**config.mk**
```make
export PLATFORM = sky130hd
export DESIGN_NAME = rv32_mem_stage_hs
export DESIGN_NICKNAME = d
export VERILOG_FILES = /design/src/rtl/rv32_mem_stage_hs.sv
export SDC_FILE = /design/constraint.sdc
export NUM_CORES = 1
export LEC_CHECK = 0
export CAP_MARGIN = 0
export CORE_MARGIN = 5
export CORE_UTILIZATION = 40
export CTS_CLUSTER_SIZE = 30
export DETAILED_ROUTE_END_ITERATION = 12
export GPL_ROUTABILITY_DRIVEN = 0
export PLACE_DENSITY = 0.77
export SYNTH_ARGS = -nofsm -noshare
export SYNTH_HDL_FRONTEND = slang
export SYNTH_SLANG_ARGS = --single-unit
```
**constraint.sdc**
```tcl
create_clock -name clk -period 3.46 [get_ports clk]
set_input_delay 0.692 -clock clk [delete_from_list [all_inputs] [get_ports clk]]
set_output_delay 0.692 -clock clk [all_outputs]
set_load 0.01 [all_outputs]
```
**src/rtl/rv32_mem_stage_hs.sv**
```systemverilog
// ============================================================================
// rv32_mem_stage_hs : RV32 MEM stage with req/ack bus handshake and trap report
// Revision 1.0
// ============================================================================
`default_nettype none

module rv32_mem_stage_hs #(
  parameter logic [31:0] IO_BASE = 32'h8000_0000,
  parameter logic [31:0] IO_MASK = 32'h8000_0000,
  parameter int          TIMEOUT = 255,
  parameter int          TO_W    = 8
) (
  input  logic        clk,
  input  logic        reset,
  input  logic        in_valid,
  output logic        in_ready,
  input  logic [31:0] pc_in,
  input  logic [31:0] iw_in,
  input  logic [31:0] alu_in,
  input  logic [31:0] rs2_data_in,
  input  logic [4:0]  wb_reg_in,
  input  logic        wb_enable_in,
  output logic        bus_req,
  output logic        bus_we,
  output logic        bus_io,
  output logic [29:0] bus_addr,
  output logic [3:0]  bus_be,
  output logic [31:0] bus_wdata,
  input  logic        bus_ack,
  input  logic        bus_err,
  input  logic [31:0] bus_rdata,
  output logic        out_valid,
  output logic [31:0] pc_out,
  output logic [31:0] iw_out,
  output logic [4:0]  wb_reg_out,
  output logic        wb_enable_out,
  output logic [31:0] wb_data_out,
  output logic        trap_out,
  output logic [1:0]  trap_cause,
  output logic        df_enable,
  output logic [4:0]  df_reg,
  output logic [31:0] df_data,
  output logic        load_busy
);

  typedef enum logic [0:0] {IDLE = 1'b0, REQ = 1'b1} state_t;

  state_t      state_q, state_d;
  logic        bus_req_q, bus_req_d, bus_we_q, bus_we_d, bus_io_q, bus_io_d;
  logic [29:0] bus_addr_q, bus_addr_d;
  logic [3:0]  bus_be_q, bus_be_d;
  logic [31:0] bus_wdata_q, bus_wdata_d;
  logic [TO_W-1:0] cnt_q, cnt_d;
  logic        hold_wen_q, hold_wen_d;
  logic        out_valid_q, out_valid_d, wb_enable_out_q, wb_enable_out_d;
  logic [31:0] pc_out_q, pc_out_d, iw_out_q, iw_out_d, wb_data_out_q, wb_data_out_d;
  logic [4:0]  wb_reg_out_q, wb_reg_out_d;
  logic        trap_q, trap_d, df_enable_q, df_enable_d;
  logic [1:0]  cause_q, cause_d;

  logic [2:0]  f3, f3_q;
  logic        is_load, is_store, bad;
  logic [3:0]  be;
  logic [31:0] wdata, ext;
  logic [7:0]  rbyte;
  logic [15:0] rhalf;

  always_comb begin
    f3       = iw_in[14:12];
    is_load  = (iw_in[6:0] == 7'b0000011);
    is_store = (iw_in[6:0] == 7'b0100011);
    bad      = ((f3[1:0] == 2'b01) && alu_in[0]) ||
               ((f3[1:0] == 2'b10) && (alu_in[1:0] != 2'b00)) ||
               (is_load && (f3 == 3'b011 || f3 == 3'b110 || f3 == 3'b111)) ||
               (is_store && (f3 >= 3'b011));
    be    = 4'b0000;
    wdata = 32'h0;
    if (is_store) begin
      case (f3[1:0])
        2'b00:   begin be = 4'b0001 << alu_in[1:0]; wdata = {4{rs2_data_in[7:0]}}; end
        2'b01:   begin be = alu_in[1] ? 4'b1100 : 4'b0011; wdata = {2{rs2_data_in[15:0]}}; end
        default: begin be = 4'b1111; wdata = rs2_data_in; end
      endcase
    end
  end

  // The held instruction and its address sit in the output registers while in REQ.
  always_comb begin
    f3_q  = iw_out_q[14:12];
    rbyte = bus_rdata[{wb_data_out_q[1:0], 3'b000} +: 8];
    rhalf = bus_rdata[{wb_data_out_q[1], 4'b0000} +: 16];
    case (f3_q)
      3'b000:  ext = {{24{rbyte[7]}}, rbyte};
      3'b001:  ext = {{16{rhalf[15]}}, rhalf};
      3'b100:  ext = {24'h0, rbyte};
      3'b101:  ext = {16'h0, rhalf};
      default: ext = bus_rdata;
    endcase
  end

  always_comb begin
    state_d         = state_q;
    bus_req_d       = bus_req_q;
    bus_we_d        = bus_we_q;
    bus_io_d        = bus_io_q;
    bus_addr_d      = bus_addr_q;
    bus_be_d        = bus_be_q;
    bus_wdata_d     = bus_wdata_q;
    cnt_d           = cnt_q;
    hold_wen_d      = hold_wen_q;
    out_valid_d     = 1'b0;
    pc_out_d        = pc_out_q;
    iw_out_d        = iw_out_q;
    wb_reg_out_d    = wb_reg_out_q;
    wb_enable_out_d = wb_enable_out_q;
    wb_data_out_d   = wb_data_out_q;
    trap_d          = trap_q;
    cause_d         = cause_q;
    in_ready        = (state_q == IDLE);
    case (state_q)
      IDLE: begin
        if (in_valid) begin
          pc_out_d      = pc_in;
          iw_out_d      = iw_in;
          wb_reg_out_d  = wb_reg_in;
          wb_data_out_d = alu_in;
          trap_d        = 1'b0;
          cause_d       = 2'b00;
          if (!(is_load || is_store)) begin
            out_valid_d     = 1'b1;
            wb_enable_out_d = wb_enable_in;
          end else if (bad) begin
            out_valid_d     = 1'b1;
            wb_enable_out_d = 1'b0;
            trap_d          = 1'b1;
            cause_d         = 2'b01;
          end else begin
            state_d         = REQ;
            bus_req_d       = 1'b1;
            bus_we_d        = is_store;
            bus_io_d        = ((alu_in & IO_MASK) == IO_BASE);
            bus_addr_d      = alu_in[31:2];
            bus_be_d        = be;
            bus_wdata_d     = wdata;
            cnt_d           = TO_W'(1);
            hold_wen_d      = wb_enable_in & is_load;
            wb_enable_out_d = 1'b0;
          end
        end
      end
      REQ: begin
        // cnt_q numbers the current REQ cycle, starting at 1.
        cnt_d = cnt_q + TO_W'(1);
        if (bus_ack) begin
          state_d     = IDLE;
          bus_req_d   = 1'b0;
          out_valid_d = 1'b1;
          if (bus_err) begin
            trap_d          = 1'b1;
            cause_d         = 2'b10;
            wb_enable_out_d = 1'b0;
          end else begin
            wb_enable_out_d = hold_wen_q;
            if (!bus_we_q) wb_data_out_d = ext;
          end
        end else if (cnt_q == TO_W'(TIMEOUT)) begin
          state_d         = IDLE;
          bus_req_d       = 1'b0;
          out_valid_d     = 1'b1;
          trap_d          = 1'b1;
          cause_d         = 2'b11;
          wb_enable_out_d = 1'b0;
        end
      end
      default: state_d = IDLE;
    endcase
    df_enable_d = out_valid_d & wb_enable_out_d;
  end

  always_ff @(posedge clk or negedge reset) begin
    if (!reset) begin
      state_q         <= IDLE;
      bus_req_q       <= 1'b0;
      bus_we_q        <= 1'b0;
      bus_io_q        <= 1'b0;
      bus_addr_q      <= '0;
      bus_be_q        <= '0;
      bus_wdata_q     <= '0;
      cnt_q           <= '0;
      hold_wen_q      <= 1'b0;
      out_valid_q     <= 1'b0;
      pc_out_q        <= '0;
      iw_out_q        <= '0;
      wb_reg_out_q    <= '0;
      wb_enable_out_q <= 1'b0;
      wb_data_out_q   <= '0;
      trap_q          <= 1'b0;
      cause_q         <= '0;
      df_enable_q     <= 1'b0;
    end else begin
      state_q         <= state_d;
      bus_req_q       <= bus_req_d;
      bus_we_q        <= bus_we_d;
      bus_io_q        <= bus_io_d;
      bus_addr_q      <= bus_addr_d;
      bus_be_q        <= bus_be_d;
      bus_wdata_q     <= bus_wdata_d;
      cnt_q           <= cnt_d;
      hold_wen_q      <= hold_wen_d;
      out_valid_q     <= out_valid_d;
      pc_out_q        <= pc_out_d;
      iw_out_q        <= iw_out_d;
      wb_reg_out_q    <= wb_reg_out_d;
      wb_enable_out_q <= wb_enable_out_d;
      wb_data_out_q   <= wb_data_out_d;
      trap_q          <= trap_d;
      cause_q         <= cause_d;
      df_enable_q     <= df_enable_d;
    end
  end

  assign bus_req       = bus_req_q;
  assign bus_we        = bus_we_q;
  assign bus_io        = bus_io_q;
  assign bus_addr      = bus_addr_q;
  assign bus_be        = bus_be_q;
  assign bus_wdata     = bus_wdata_q;
  assign out_valid     = out_valid_q;
  assign pc_out        = pc_out_q;
  assign iw_out        = iw_out_q;
  assign wb_reg_out    = wb_reg_out_q;
  assign wb_enable_out = wb_enable_out_q;
  assign wb_data_out   = wb_data_out_q;
  assign trap_out      = trap_q;
  assign trap_cause    = cause_q;
  assign df_enable     = df_enable_q;
  assign df_reg        = wb_reg_out_q;
  assign df_data       = wb_data_out_q;
  assign load_busy     = (state_q == REQ) & ~bus_we_q;

endmodule

`default_nettype wire

```
Word level (Yosys, flattened, before mapping):

Index checks and enable logic that the tools add are counted.

* flip-flop bits (word level): 186
* memories: 0
* bits in writable memories: 0
* latch bits: 0
* ROM bits: 0

* equal/unequal tests: 19
* muxes and demuxes: 52
* divide/modulo/power cells: 0
* $lt $le $gt $ge: 1
* add/subtract/negate cells: 1
* reduce and logical (&&, ||, !) cells: 19
* shifts and indexed selects: 3
* bitwise gates (word level): 6
* $mul: 0

Operator list (number)
* $mux 32: 5
* $pmux 32 s2: 2
* $pmux 32 s4: 1
* $shiftx 32x6->16: 1
* $shiftx 32x6->8: 1
* $mux 1: 27
* $mux 8: 3
* $pmux 8 s2: 1
* $eq 3x3->1 const B: 4
* $reduce_and 4->1: 3
* $ne 2x2->1 const B: 5
* $pmux 1 s2: 5
* $add 8x1->8 const B: 1
* $eq 8x8->1 const B: 1
* $mux 2: 4
* $mux 4: 2
* $pmux 4 s2: 1
* $eq 7x2->1 const B: 1
* $eq 7x6->1 const B: 1
* $logic_or 1x1->1: 6
* $reduce_and 3->1: 2
* $logic_and 1x1->1: 4
* $pmux 2 s2: 1
* $shl 1x2->4 const A: 1
* 14 further kinds: 18

Logic depth before layout (Yosys ltp):

* word-level depth: 11
* gate-level depth with buffers: 7
* mapped depth without buffers: 5

Least setup slack after synthesis:

No wires, ideal clock.

* path kind: in2reg
* from: input port iw_in[12]
* to: register bus_addr_q[5] (netlist: bus_addr[5])
* slack: 1.396 ns
* path buffers: 2
* arrival: 1.936 ns
* stages: 5
* required time: 3.332 ns
* cell sequence: buf_2 a221oi_2 o2111ai_2 buf_6 mux2_1

* longest elaborated chain between the ends: 8
* elaborated cells between the ends (all ways): 17
* classes of those cells: order compare: 1; eq/ne: 5; bitwise: 1; reduce/logical: 10

RTL lines
* from (decl): line 18 `input logic [31:0] iw_in,`
* $eq 3x2->1 / $eq 3x3->1 (equally long branches): line 74 `(is_load && (f3 == 3'b011 || f3 == 3'b110 || f3 == 3'b111)) ||`
* $logic_or 1x1->1 (2 in series): line 74
* $logic_and 1x1->1: line 74
* $logic_or 1x1->1: line 73 `((f3[1:0] == 2'b10) && (alu_in[1:0] != 2'b00)) ||`
* $logic_or 1x1->1 *: line 74
* $not 1->1 (no source line) *
* $reduce_and 4->1 (no source line) *
* to (signal assigned): line 205 `bus_addr_q <= bus_addr_d;`
* to (decl): line 50 `logic [29:0] bus_addr_q, bus_addr_d;`

Mark *: on every way between the ends. The rest lies on a longest branch, timed or not.
A chain may end at the register's enable or synchronous reset.

Worst setup path after layout:

* from: register state_q
* to: output port load_busy

* longest elaborated chain between the ends: 1

RTL lines
* from (decl): line 48 `state_t state_q, state_d;`
* from (signal assigned): line 201 `state_q <= state_d;`
* $and 1x1->1: line 239 `assign load_busy = (state_q == REQ) & ~bus_we_q;`
* to (decl): line 43 `output logic load_busy`

Every way passes these cells.

==> results.py <==
metrics = {
    "status": {
        "status": "finished clean",
    },
    "worst_setup_path": {
        "worstPathRequired_ps": 2770,
        "reg2reg_slack_ps": 1380,
        "critPathLaunch": "state_q$_DFF_PN0_",
        "endpoint_kind": "output pin",
        "worstSetupPathType": "register to output pin",
        "reg2reg_from": "df_data[1]$_DFFE_PN0P_",
        "reg2reg_depth": 4,
        "cp_max_fo": 13,
        "arrival_ps": 1910,
        "endpoint": "load_busy",
        "r2r-end": "df_data[5]$_DFFE_PN0P_",
        "cp-start-kind": "register",
    },
    "yosys": {
        "synthArstFlopShare_pct": 100,
        "dominantRegCellSynth": "dfrtp_1",
        "synth_warnings": 0,
        "synth_nets": 1061,
        "synth.most_common_cell": "nand2_1",
        "netlist_area_um2": 8610,
        "ys_ff_latch": 185,
        "synthCells": 889,
        "yosysTopAreaCell": "dfrtp_1",
        "synth_top_area_share_pct": 53.8,
        "ys_seq_area_share_pct": 53.8,
        "synthTopCellsByArea": "dfrtp_1 (54%), nand2_1 (12%), buf_4 (3.3%)",
        "synth_enable_flop_cells": 0,
        "ys_types": 58,
        "avgSynthCellArea_um2": 9.68,
        "yosys-top-cells-count": "nand2_1 (275), dfrtp_1 (185), nor2_1 (70)",
    },
    "floorplanning": {
        "core_um2": 21100,
        "die_area_um2": 24600,
        "rows": 53,
        "die_w_um": 157,
        "fp.dieH_um": 157,
        "start_util_pct": 40.8,
        "io_pins": 386,
    },
    "clock_network": {
        "htree_num_levels": 4,
        "cts.sinks": 185,
        "clk_latency_ps": 430,
        "clockBufferDepth": 2,
        "clk_pin_slew_ps": 70,
        "post_cts_buffers": 0,
        "cts_tree": "done",
        "post_cts_hold_buffer_count": 0,
        "cts.root.buffer_cell": "clkbuf_16",
        "numCtsBuffers": 17,
        "postCtsResizedCells": 0,
    },
    "place": {
        "post-dp-hpwl_mm": 23.8,
        "placed_cell_area_um2": 12500,
        "io_buffers": 385,
    },
    "sta": {
        "fin_crit_sh_pct": 75.2,
        "hold_viol": 0,
        "skew_ps": 13.6,
        "setup_violations": 0,
        "drv_slew": 0,
        "rsz0062_at_grt": "false",
        "fmax_mhz": 384,
        "fin_tns_setup_ps": 0,
        "post-route-min-period_ps": 2600,
        "relSlewSlack_pct": 37.0,
        "worst_slew_pin_slew_ps": 941,
    },
    "power": {
        "power_w": 0.00564,
        "p_sw_w": 0.00163,
        "power_switching_share_pct": 28.9,
        "internal-power_w": 0.00401,
        "cellLeakagePower_nw": 5.81,
        "power_frac_seq_pct": 44.1,
        "p_per_area_nw_per_um2": 433,
        "combPwrFrac_pct": 22.2,
        "p_clk_share_pct": 33.7,
        "peakVddDrop_mv": 0.308,
    },
    "drt": {
        "detailroute.via_count": 7853,
        "wirelength_mm": 31.2,
        "routedWlPerCell_um": 20.8,
        "drt_iter0_markers": 461,
        "postRouteAntennaNets": 0,
        "first_pass_iters": 5,
        "viasPerCell": 5.22,
        "drc": 0,
    },
    "hold_path": {
        "worstHoldPathType": "input port to async pin",
    },
    "global_route": {
        "gr-total-overflow": 0,
        "grt_max_degree": 85,
        "antenna_found_initial": 0,
        "grt_pass1_wl_mm": 47.1,
        "track_usage_pct": 24.9,
        "grt_pass1_vias": 8091,
    },
    "layout": {
        "antenna_cells": 0,
        "utilization_pct": 61.8,
        "final_nets": 1387,
        "areaGrowthSynthToFinish_pct": 51.3,
        "drive_gt1_share_pct": 7.33,
        "fin_area_um2": 13000,
    },
    "run": {
        "maxCapViolCount": 0,
    },
}
placed cells by master (no fill, tap or decap), drive strengths merged, types with 3 or more instances in the layout:
cell type,instances
a22oi,9
a21oi,16
nand2,275
nor4,3
nor3,11
o32ai,7
inv,14
clkdlybuf4s50,384
a22o,16
mux2i,28
nand2b,4
a31oi,8
a211oi,8
nand3,5
dfrtp,185
nor2,70
a221oi,17
a311oi,7
or3,8
o21ai,36
clkinv,4
clkbuf,19
buf,19
o32a,11
mux2,27
worst min-delay path by stage:
stage	end	slack (ps)	depth (start not counted)
finish	df_reg[4]$_DFFE_PN0P_	320	1
global route	bus_addr[1]$_DFFE_PN0P_	370	1
CTS	bus_addr[0]$_DFFE_PN0P_	330	1
detailed placement	iw_out[23]$_DFFE_PN0P_	460	2
global placement	pc_out[5]$_DFFE_PN0P_	460	2
floorplan	bus_addr[0]$_DFFE_PN0P_	400	0
through the flow:
stage	setup WS [ps]	hold WS (ps)	cells
2_1_floorplan	1400	396	889
3_3_place_gp	540	457	1471
3_5_place_dp	521	462	1471
4_1_cts	785	334	1503
5_1_grt	699	366	1503
6_report	859	319	1503
power by group through the flow:
stage          Combinational (W)  Sequential (W)  Clock, W
2_1_floorplan           0.000455         0.00256         0
3_3_place_gp             0.00124         0.00252         0
3_5_place_dp             0.00126         0.00253         0
4_1_cts                  0.00127         0.00249   0.00195
5_1_grt                  0.00135         0.00251   0.00204
6_report                 0.00125         0.00249   0.00190
logic make-up after synthesis:
family          Yosys count  share of synthesized area [%]
compound gates          151                           12.9
xor+xnor                  3                          0.305
fa+ha+maj                 1                          0.145
buf+inv                 103                           6.56
flops                   185                           53.8
mux                      56                           7.66
simple gates            390                           18.6
area by class of cell:
type	instances	area, um2
clock buffers	18	439
well taps	275	344
flip-flops and latches	185	4630
repair buffers	404	4030
clock inverters	14	128
multi-input cells	601	3440
fillers	1804	8060
inverters	6	22.5
worst max-delay path, cell delays in order, from the launching register on:
cell             delay (ps)
dfrtp_2                 480
inv_1                   250
nor2_1                  160
clkdlybuf4s50_1         600
metal layers:
| layer | track usage (%) | vias to the layer above | part of all wire [%] |
|---|---|---|---|
| met4 | 10.0 | 0 | 3.5 |
| met5 | 0 | - | 0 |
| met2 | 42.3 | 376 | 49 |
| li1 | - | 3659 | - |
| met3 | 7.44 | 62 | 9.0 |
| met1 | 29.6 | 3756 | 38 |
Note: power is estimated with default switching activity, not from simulation.
==> RTL edit 1, RTL diff (same flow settings) <==
The parameter `TO_W` goes from 8 to 7.
--- a/src/rtl/rv32_mem_stage_hs.sv
+++ b/src/rtl/rv32_mem_stage_hs.sv
@@ -10,3 +10,3 @@
   parameter int          TIMEOUT = 255,
-  parameter int          TO_W    = 8
+  parameter int          TO_W    = 7
 ) (
Behaviour: same outputs for any inputs over 4 cycles, from zero or initial values and one cycle with reset low; that may be too few to reach the edited logic, so the function may still have changed.
==> RTL edit 1 against the unedited design <==
Routed wire length fell by 3.5%; die area fell by 1.0%; power rose by 14%; largest power group unchanged; synthesized area fell by 1.1%; critical path depth rose by 2; final cell count fell by 1.9%; final area fell by 0.49%; worst setup slack got worse by 0.097 ns; global-route usage fell by 0.56 points; highest routed layer unchanged; sequential cell count fell by 1.
==> RTL edit 1: results (changes against the unedited design) <==
[final_layout]
fill_cells = 1722  ; -4.5%
drive_gt1_share_pct = 8.01  ; +0.68 points
nNetsFinal = 1358  ; -2.1%

[clock_tree]
clk-insertion-delay-late_ns = 0.43  ; about the same
cts_setup_buffers = 0  ; unchanged
cts_htree_levels = 4  ; unchanged
clkTransAtPathRegs_ns = 0.07  ; about the same

[worst_setup_path]
critical-path-top-delay-family = simple AND/OR/NAND/NOR gates
cp_slowest_cell = or4_4
cp_max_fo = 54  ; +41
slowest_delay_ns = 0.85  ; +0.25 ns
ff2ff_path_depth = 3  ; -1
cp_data_arrival_time_ns = 3.00  ; +1.09 ns

[yosys]
yosys.area_share.adder_pct = 0.147  ; +0.0016 points
synth-compound-area-share_pct = 14.8  ; +1.9 points
synthMuxAreaShare_pct = 7.01  ; -0.65 points
synth.net_count = 1027  ; -3.2%
synth_common_cells = nand2_1 (247), dfrtp_1 (184), nor2_1 (51), clkbuf_1 (41), buf_4 (38)
ys_seq_area_share_pct = 54.1  ; +0.29 points
synth.distinct_cells = 57  ; -1.7%
synth-xor-area-share_pct = 0.309  ; +0.0033 points
synth_area_leaders = dfrtp_1 (54%), nand2_1 (11%), buf_4 (3.3%)

[sta]
fin_worst_skew_ns = 0.0119  ; -0.00165 ns
slew_headroom_pct = 40.2  ; +3.1 points

[global_route]
grt_start_max_net_pins = 90  ; +5.9%
grt_pass1_wl_mm = 46.0  ; -2.3%
grt_pass1_vias = 7997  ; -1.2%
track_usage_pct = 24.3  ; -0.56 points

[drt]
dr.first_iter.drc_count = 429  ; -6.9%
wl_per_cell_um = 20.4  ; -1.6%
vias = 7734  ; -1.5%

[place]
dp_hpwl_mm = 22.5  ; -5.8%
dp_slack_ns = 0.336  ; -0.184 ns

[power]
peakVddDrop_mv = 0.305  ; -1.0%
p_leak_nw = 5.79  ; -0.48%

[outcome]
status = finished, final reports clean

[worst_hold_path]
min_path_type = input port to async pin

RTL edit 1: changes by cell type after synthesis, sizes merged, moves of 7 or more:
| cell | delta |
|---|---|
| o21ai | -12 |
| o2bb2ai | +20 |
| a221o | +8 |
| a22oi | -8 |
| and3 | +8 |
| o32a | -11 |
| buf | -8 |
| clkbuf | +8 |
| nand2 | -28 |
| nor2 | -19 |
| a21oi | +7 |
| a2bb2oi | +13 |
| o21a | +10 |
RTL edit 1: through the flow:
stage | area [um2] | total power, W | hold slack [ns] | std cells
floorplan | 8520 | 0.00347 | 0.396 | 855
global placement | 12400 | 0.00444 | 0.457 | 1442
detailed placement | 12400 | 0.00447 | 0.461 | 1442
CTS | 13000 | 0.00647 | 0.357 | 1474
global route | 13000 | 0.00673 | 0.389 | 1474
finish | 13000 | 0.00641 | 0.337 | 1474
RTL edit 1: worst paths after layout:
kind | from | to | slack, ns
worst max-delay path | iw_in[12] | bus_addr[19] | 0.76
worst min-delay path | reset | bus_addr[15] | 0.34
worst max register to register | state_q | bus_addr[19] | 1.18
worst min register to register | pc_out[3] | pc_out[3] | 0.47
max in group asynchronous | reset | pc_out[29] | 2.31
min in group clk | pc_out[3] | pc_out[3] | 0.47
RTL edit 1: kinds of logic (layout without fill, tap and decap cells):
kind of cell,Yosys count,after routing
compound gates,167,167
xor+xnor,3,3
fa+ha+maj,1,1
buf+inv,103,447
flops,184,184
mux,52,52
simple gates,345,345
RTL edit 1: power breakdown:
group          internal, W  total, W  switching [W]
Sequential         0.00240   0.00264       0.000242
Clock              0.00108   0.00198       0.000893
Combinational     0.000982   0.00179       0.000805
Total              0.00447   0.00641        0.00194
RTL edit 1: final cells by class:
| class | instances | share of cell area [%] |
|---|---|---|
| sequential | 184 | 35.5 |
| clock buffer | 18 | 3.31 |
| inverter | 6 | 0.174 |
| tap | 275 | 2.65 |
| timing repair buffer | 409 | 31.2 |
| multi-input combinational | 568 | 25.9 |
| clock inverter | 14 | 1.25 |
RTL edit 1: worst reg2reg max path: stages (launching register included):
cell      delay [ns]
dfrtp_1         0.45
nand2b_2        0.34
or4_4           0.92
mux2_4          0.45
RTL edit 1: per-layer routing:
| layer | track usage, % | up-vias | share of wire, % |
|---|---|---|---|
| met5 | 0 | - | 0 |
| met2 | 41.2 | 380 | 49 |
| met1 | 29.9 | 3724 | 40 |
| met3 | 7.05 | 52 | 8.4 |
| met4 | 8.00 | 0 | 2.7 |
| li1 | - | 3578 | - |
==> RTL edit 2, RTL diff (config.mk and constraints unchanged) <==
Made on the original files. Reset style: synchronous (`reset`), changed in one clocked block.
--- a/src/rtl/rv32_mem_stage_hs.sv
+++ b/src/rtl/rv32_mem_stage_hs.sv
@@ -179,3 +179,3 @@
 
-  always_ff @(posedge clk or negedge reset) begin
+  always_ff @(posedge clk) begin
     if (!reset) begin
Formal check against the unedited RTL: differs if reset is asserted again (counterexample within 4 cycles, from zero or initial values and one cycle with reset low); with reset held inactive, the same outputs for 4 cycles.
==> RTL edit 2 against the unedited design <==
Synthesized area decreased by 3.9%; global-route usage decreased by 1.3 points; worst setup slack got worse by 0.19 ns; fmax decreased by 6.7%; clock power increased by 13%; final cell count increased by 4.0%; routed wire length decreased by 5.9%; power decreased by 7.3%; sequential cell count unchanged; final area decreased by 3.1%; worst hold slack improved by 0.13 ns; critical endpoint unchanged; largest power group unchanged.
==> RTL edit 2: results (changes against the unedited design) <==
[drt]
met3_length_mm = 2.43  ; -13%
wirelength_mm = 29.4  ; -5.9%
viasPerCell = 5.15  ; -1.5%
drt-met1-wl_mm = 12.2  ; +2.2%
dr_wl_met2_mm = 14.0  ; -8.7%
dr.first_iter.drc_count = 469  ; +1.7%

[outcome]
status = finished, final reports clean

[yosys]
synth-compound-area-share_pct = 22.9  ; +10 points
yosys.area_share.adder_pct = 0.151  ; +0.0059 points
synth_area_leaders = dfxtp_1 (45%), nand2_1 (12%), a21boi_0 (7.1%)
ys.flop_type = dfxtp_1
synth.distinct_cells = 57  ; -1.7%
synth-xor-area-share_pct = 0.529  ; +0.22 points
ys_seq_area_share_pct = 44.8  ; -9.0 points
synth_common_cells = nand2_1 (263), dfxtp_1 (185), a21boi_0 (78), a21oi_1 (47), buf_4 (42)

[global_route]
use_met1_pct = 29.1  ; -0.56 points
grt_pass1_wl_mm = 44.6  ; -5.2%
track_usage_pct = 23.6  ; -1.3 points

[power]
pwr-share-seq_pct = 43.3  ; -0.8 points
p_comb_share_pct = 15.9  ; -6.3 points
power_switching_w = 0.00126  ; -23%
peakVddDrop_mv = 0.341  ; +11%
p_int_w = 0.00396  ; -1.1%

[final_layout]
finish.utilization_pct = 62.2  ; +0.41 points
buffers = 401  ; -0.74%
sh_seq_area_pct = 29.3  ; -6.2 points
clockBufferCount = 21  ; +3
inv_count = 3  ; -3
multi_input_area_share_pct = 31.2  ; +4.8 points
nonClkBufAreaFrac_pct = 31.6  ; +0.66 points

[place]
placedInstanceArea_mm2 = 0.0120  ; -3.9%
dp_hpwl_mm = 22.0  ; -7.9%
dp_slack_ns = 0.489  ; -0.0315 ns
place_inst = 1532  ; +4.1%

[die]
dieWidth_um = 154  ; -1.8%

[sta]
fin_worst_skew_ns = 0.0109  ; -0.00263 ns
tightestPinTransition_ns = 0.981  ; +0.0398 ns

[worst_setup_path]
cp_data_arrival_time_ns = 2.09  ; +0.18 ns

==> RTL edit 2: cell count changes after synthesis, moves of 25 or more <==
cell	delta
a21boi_0	+78
a21oi_1	+31
dfrtp_1	-185
dfxtp_1	+185
nor2_1	-45
o211ai_1	+25
==> RTL edit 2: cell families after synthesis <==
family	after synthesis
fa+ha+maj	1
mux	39
compound gates	273
xor+xnor	5
buf+inv	117
flops	185
simple gates	355
==> RTL edit 2: final timing paths <==
check	startpoint	endpoint	slack (ns)	cells past startpoint
worst max-delay path	state_q	load_busy	0.67	3
worst min-delay path	bus_wdata[15]	bus_wdata[15]	0.45	2
worst max register to register	state_q	df_data[8]	1.06	6
worst min register to register	bus_wdata[15]	bus_wdata[15]	0.45	2
==> RTL edit 2: worst reg2reg max path, cell delays in order (launching register included) <==
cell and delay [ns]:
dfxtp_1 0.57, nand2_1 0.23, o31ai_4 0.83, buf_4 0.40, nand2_1 0.08, o211ai_1 0.10
a21oi_1 0.06
